`src/rtl/ram_fifo_ctrl_pkg.sv`:
```
// Shared constants and helpers for the RAM-backed FIFO controller.
// Holds the depth derivation and the output buffer size.
package ram_fifo_ctrl_pkg;

  localparam int OBUF_DEPTH = 2;

  function automatic int fifo_depth(input int aw);
    return 1 << aw;
  endfunction

endpackage

```
`src/rtl/ram_fifo_obuf.sv`:
```
// Two-entry output buffer in FIFO order; e0 is always the head.
// Ports: clk, rst, push/push_data, pop, valid, data, count.
module ram_fifo_obuf
  import ram_fifo_ctrl_pkg::*;
#(
  parameter int DATA_WIDTH = 8
) (
  input  logic                  clk,
  input  logic                  rst,
  input  logic                  push,
  input  logic [DATA_WIDTH-1:0] push_data,
  input  logic                  pop,
  output logic                  valid,
  output logic [DATA_WIDTH-1:0] data,
  output logic [1:0]            count
);

  localparam logic [1:0] FULL = 2'(OBUF_DEPTH);

  logic [DATA_WIDTH-1:0] e0;
  logic [DATA_WIDTH-1:0] e1;
  logic [1:0]            cnt;
  logic                  do_pop;

  assign do_pop = pop && (cnt != 2'd0);

  always_ff @(posedge clk or posedge rst) begin
    if (rst) begin
      e0  <= '0;
      e1  <= '0;
      cnt <= 2'd0;
    end else begin
      unique case ({push, do_pop})
        2'b10: begin
          if (cnt == 2'd0) e0 <= push_data;
          else             e1 <= push_data;
          if (cnt != FULL) cnt <= cnt + 2'd1;
        end
        2'b01: begin
          e0  <= e1;
          cnt <= cnt - 2'd1;
        end
        2'b11: begin
          // Pop and capture together: occupancy unchanged.
          if (cnt == 2'd1) begin
            e0 <= push_data;
          end else begin
            e0 <= e1;
            e1 <= push_data;
          end
        end
        default: ;
      endcase
    end
  end

  assign valid = (cnt != 2'd0);
  assign data  = e0;
  assign count = cnt;

endmodule

```
`src/rtl/ram_fifo_ctrl.sv`:
```
// FIFO controller over a single-port RAM with a 2-word output buffer.
// Ports: in_* upstream, out_* downstream, ram_* RAM side, mem_count.
module ram_fifo_ctrl
  import ram_fifo_ctrl_pkg::*;
#(
  parameter int DATA_WIDTH = 8,
  parameter int ADDR_WIDTH = 8
) (
  input  logic                  clk,
  input  logic                  rst,
  input  logic                  in_valid,
  output logic                  in_ready,
  input  logic [DATA_WIDTH-1:0] in_data,
  output logic                  out_valid,
  input  logic                  out_ready,
  output logic [DATA_WIDTH-1:0] out_data,
  output logic                  ram_we,
  output logic [ADDR_WIDTH-1:0] ram_addr,
  output logic [DATA_WIDTH-1:0] ram_data_in,
  input  logic [DATA_WIDTH-1:0] ram_data_out,
  output logic [ADDR_WIDTH:0]   mem_count
);

  localparam int DEPTH = fifo_depth(ADDR_WIDTH);
  localparam logic [ADDR_WIDTH:0] FULL = (ADDR_WIDTH+1)'(DEPTH);
  localparam logic [1:0] OB_MAX = 2'(OBUF_DEPTH);

  logic [ADDR_WIDTH-1:0] wr_ptr;
  logic [ADDR_WIDTH-1:0] rd_ptr;
  logic                  pri;
  logic                  rd_inflight;
  logic [1:0]            obuf_cnt;
  logic                  wr_req;
  logic                  rd_req;
  logic                  wr_gnt;
  logic                  rd_gnt;

  assign wr_req = in_valid && (mem_count < FULL);
  // In-flight read counts as occupied so the buffer never overflows.
  assign rd_req = (mem_count != '0) &&
                  ((obuf_cnt + {1'b0, rd_inflight}) < OB_MAX);

  assign wr_gnt = !rst && wr_req && (!rd_req || !pri);
  assign rd_gnt = !rst && rd_req && (!wr_req || pri);

  assign in_ready    = wr_gnt;
  assign ram_we      = wr_gnt;
  assign ram_addr    = wr_gnt ? wr_ptr : rd_ptr;
  assign ram_data_in = in_data;

  always_ff @(posedge clk or posedge rst) begin
    if (rst) begin
      wr_ptr      <= '0;
      rd_ptr      <= '0;
      mem_count   <= '0;
      rd_inflight <= 1'b0;
      pri         <= 1'b0;
    end else begin
      rd_inflight <= rd_gnt;
      if (wr_req && rd_req) pri <= ~pri;
      if (wr_gnt) begin
        wr_ptr    <= wr_ptr + 1'b1;
        mem_count <= mem_count + 1'b1;
      end else if (rd_gnt) begin
        rd_ptr    <= rd_ptr + 1'b1;
        mem_count <= mem_count - 1'b1;
      end
    end
  end

  ram_fifo_obuf #(
    .DATA_WIDTH(DATA_WIDTH)
  ) u_obuf (
    .clk      (clk),
    .rst      (rst),
    .push     (rd_inflight),
    .push_data(ram_data_out),
    .pop      (out_ready),
    .valid    (out_valid),
    .data     (out_data),
    .count    (obuf_cnt)
  );

endmodule

```
`config.mk`:
```
export PLATFORM = sky130hd
export DESIGN_NAME = ram_fifo_ctrl
export DESIGN_NICKNAME = d
export VERILOG_FILES = /design/src/rtl/ram_fifo_ctrl_pkg.sv /design/src/rtl/ram_fifo_obuf.sv /design/src/rtl/ram_fifo_ctrl.sv
export SDC_FILE = /design/constraint.sdc
export NUM_CORES = 1
export LEC_CHECK = 0
export CORE_MARGIN = 8
export CORE_UTILIZATION = 55
export CTS_CLUSTER_DIAMETER = 100
export CTS_CLUSTER_SIZE = 20
export DETAILED_ROUTE_END_ITERATION = 8
export PLACE_DENSITY_LB_ADDON = 0.08
export SETUP_SLACK_MARGIN = 0.4
export SLEW_MARGIN = 15
export SYNTH_ARGS = -nofsm -noshare
export SYNTH_HDL_FRONTEND = slang
export SYNTH_HIERARCHICAL = 1
export SYNTH_SLANG_ARGS = --single-unit
```
`constraint.sdc`:
```
create_clock -name clk -period 4.5 [get_ports clk]
set_input_delay 0.9 -clock clk [delete_from_list [all_inputs] [get_ports clk]]
set_output_delay 0.9 -clock clk [all_outputs]
set_load 0.02 [all_outputs]
```
==> key figures <==
Die
  • Core area: 0.00466 mm^2
  • Ports: 56
  • Die W: 85.1 um
  • Die ar.: between 0.007 and 0.008 mm^2
  • Site row count: 25
  • Die Y: 85.1 um
  • Initial Util: 0.563

Power and ir drop
  • VDD IR max: around 0.46 mV
  • PwrDens: 734 mW/mm^2
  • Leakage: between 1 and 1.5 nW

Timing
  • Fin. Hold Viols: 0
  • Clock Skew: 0.00355 ns
  • Fmax: 0.269 GHz
  • Crit share post-route: 0.825
  • Tmin final: 3.71 ns
  • Max-Slew Margin vs Limit: 0.346
  • Setup WS post-layout: 0.786 ns
  • RSZ-0062 raised after global routing: false
  • Slew @ Worst Pin: around 1 ns
  • Setup TNS: 0 ns
  • Final-report max-slew violation count: 0
  • # setup viols final: 0

Finish
  • Synthesis-to-finish area growth: 15.8%
  • Share of cells above drive strength 1: 0.167
  • Number of diodes: 0
  • Multi-input combinational cell area: 0.00131 mm^2
  • Register area: 0.00113 mm^2
  • Filler cells: 399
  • Nets@finish: 303

Global routing
  • Number of global-route vias before repair: about 1700
  • All-layer global routing usage: 0.139
  • Largest net degree at the start of global routing: 30
  • Initial antenna violation count: 0
  • Remaining global-route overflow: 0
  • First-pass GRT wire length: 8270 um

Run status
  • Status: completed

Logic synthesis
  • Synth warn: 6
  • Syn_nets: 270
  • #FFs+latches synth: 45
  • Netlist Area Pre-Place: 0.00262 mm^2
  • Synth unique cells: 42
  • Seq/Total Area, Yosys: 0.429
  • Syn Inst Count: 236
  • Syn Area/Cell: between 10 and 15 um^2

Job
  • Max-Cap Viols: 0

Clocking
  • CTS buffer count: 5
  • Clock Latency Late Sink: about 0.3 ns
  • Setup Buffers After CTS: 0
  • Hold_buf cts: 0
  • TritonCTS clock tree: done
  • PostCTS Resize Cnt: 0
  • Clock transition at path regs: about 0.09 ns
  • CTS Sinks: 45
  • CTS Root Cell: clkbuf_8
  • Htree depth: 2
  • CTS Buffer Depth: 2

Setup path
  • Worst setup SP type: input pin
  • Worst-path fanout max: 14
  • Critical Path RT: around 3.6 ns
  • Critical path endpoint category: primary output
  • Critical Setup Path Class: in2out
  • Crit path DAT: approximately 2.8 ns

Hold path
  • Hold Crit Class: reg2reg

Placed design
  • IO buf count: 39
  • GP Congestion: 0.760
  • DP Worst Slack: approximately 0.77 ns
  • DP HPWL: 3660 um

Detailed routing
  • Wire per inst: ~15 um
  • Via count: 1750
  • DRC Markers: 0
  • Initial DRT Pass Iterations: 4
  • Via density: 5.40
  • First DRT Iteration DRCs: 46
  • Detail Route Antenna Nets: 0
  • DRT Wirelength: ~4900 um
==> layout by cell type (no fill, tap or decap), drive strengths merged, types with 2 or more instances in the layout <==
cell | netlist | final
ha | 13 | 13
and4 | 2 | 2
nor4 | 2 | 2
nand4 | 5 | 5
xor2 | 4 | 4
xnor2 | 22 | 22
nor3 | 2 | 2
a21oi | 9 | 9
o21ai | 14 | 14
inv | 11 | 12
clkdlybuf4s50 | 0 | 39
and3 | 7 | 7
nand2 | 20 | 20
clkbuf | 0 | 5
mux2 | 23 | 23
nor2 | 12 | 12
nor2b | 2 | 2
nand3 | 9 | 9
mux2i | 8 | 8
dfrtp | 45 | 45
==> metal layers <==
layer,global-route usage,vias to the layer above,wire [um]
met1,0.169,833,2230
met3,0.0483,5,321
met5,0,-,0
met4,0.0388,0,49
li1,-,877,-
met2,0.227,35,2270
==> cell type report <==
class,count,share of cell area
Tap cell,54,0.0222
Multi-Input combinational cell,166,0.432
Clock inverter,3,0.00824
Timing Repair Buffer,40,0.131
Clock buffer,5,0.0227
Inverter,11,0.0136
Sequential cell,45,0.371
==> power by group <==
part,switching (W),internal [W],leakage (nW)
clock,0.000147,0.000112,0.0447
sequential,0.000169,0.000582,0.554
combinational,0.000611,0.000609,0.717
==> metrics by stage <==
step                utilization  hold WS, ns  power, W  instance area, um^2  cells
global placement          0.632        0.457   0.00196                 2940    316
global route              0.652        0.509   0.00241                 3040    324
CTS                       0.652        0.479   0.00226                 3040    324
detailed placement        0.632        0.464   0.00199                 2940    316
floorplan                     -        0.440   0.00167                 2620    236
finish                    0.652        0.472   0.00223                 3040    324
==> critical path: stages <==
cell	delay, ns
clkdlybuf4s50_1	0.49
nand2b_1	0.10
nor2_1	0.14
and2_4	0.28
mux2_2	0.35
clkdlybuf4s50_1	0.55
==> cell families (layout without fill, tap and decap cells) <==
kind of cell,count (synthesis),in the layout,share of synthesized area
simple gates,64,64,0.134
flops,45,45,0.429
compound gates,31,31,0.0782
mux,31,31,0.131
xor+xnor,26,26,0.0868
buf+inv,25,59,0.0711
fa+ha+maj,14,14,0.0696
==> cells in the mapped netlist <==
master / instances / area (um^2)
nor4_2: 1 / 12.5
ha_1: 13 / 163
and4_1: 2 / 17.5
mux2_2: 22 / 248
o21ai_0: 12 / 60.1
inv_1: 11 / 41.3
nor4_1: 1 / 6.26
and2_4: 1 / 8.76
a31o_2: 1 / 8.76
buf_4: 9 / 67.6
nor3_4: 1 / 16.3
and3_1: 7 / 43.8
a21o_1: 1 / 7.51
nor3_1: 1 / 5.00
nand3b_1: 1 / 7.51
a21oi_1: 8 / 40.0
mux2i_1: 8 / 80.1
nand2_2: 2 / 12.5
a221oi_2: 1 / 15.0
o211ai_1: 1 / 7.51
o41ai_1: 1 / 8.76
nor2b_1: 1 / 6.26
o311ai_0: 1 / 8.76
xor2_1: 4 / 35.0
a32oi_1: 1 / 8.76
nand2_1: 17 / 63.8
dfrtp_1: 45 / 1130
fa_1: 1 / 20.0
bufbuf_16: 1 / 32.5
nand3_1: 8 / 40.0
mux2_4: 1 / 15.0
a31oi_1: 1 / 6.26
nand3_2: 1 / 10.0
o21ai_2: 2 / 17.5
buf_6: 4 / 45.0
nand4_1: 5 / 31.3
xnor2_1: 22 / 193
a21oi_4: 1 / 16.3
nand2b_1: 1 / 6.26
nor2b_2: 1 / 8.76
nand2_4: 1 / 11.3
nor2_1: 12 / 45.0
==> flip-flops by register name (all words and copies together) (netlist names) <==
register and count:
mem_count 9, rd_ptr 8, u_obuf/data 8, u_obuf/e1 8
wr_ptr 8, u_obuf/count 2, pri 1, rd_inflight 1
==> worst paths after layout <==
path	slack, ns	cells after the start	to	start
max reg2reg	1.42	11	mem_count[7]	rd_inflight
max in group asynchronous	2.92	2	u_obuf/e1[6]	rst
min in group asynchronous	1.14	3	rd_inflight	rst
min reg2reg	0.47	1	wr_ptr[7]	wr_ptr[7]
min	0.47	1	wr_ptr[7]	wr_ptr[7]
max	0.79	6	ram_addr[5]	in_valid
(Power assumes the default switching activity.)
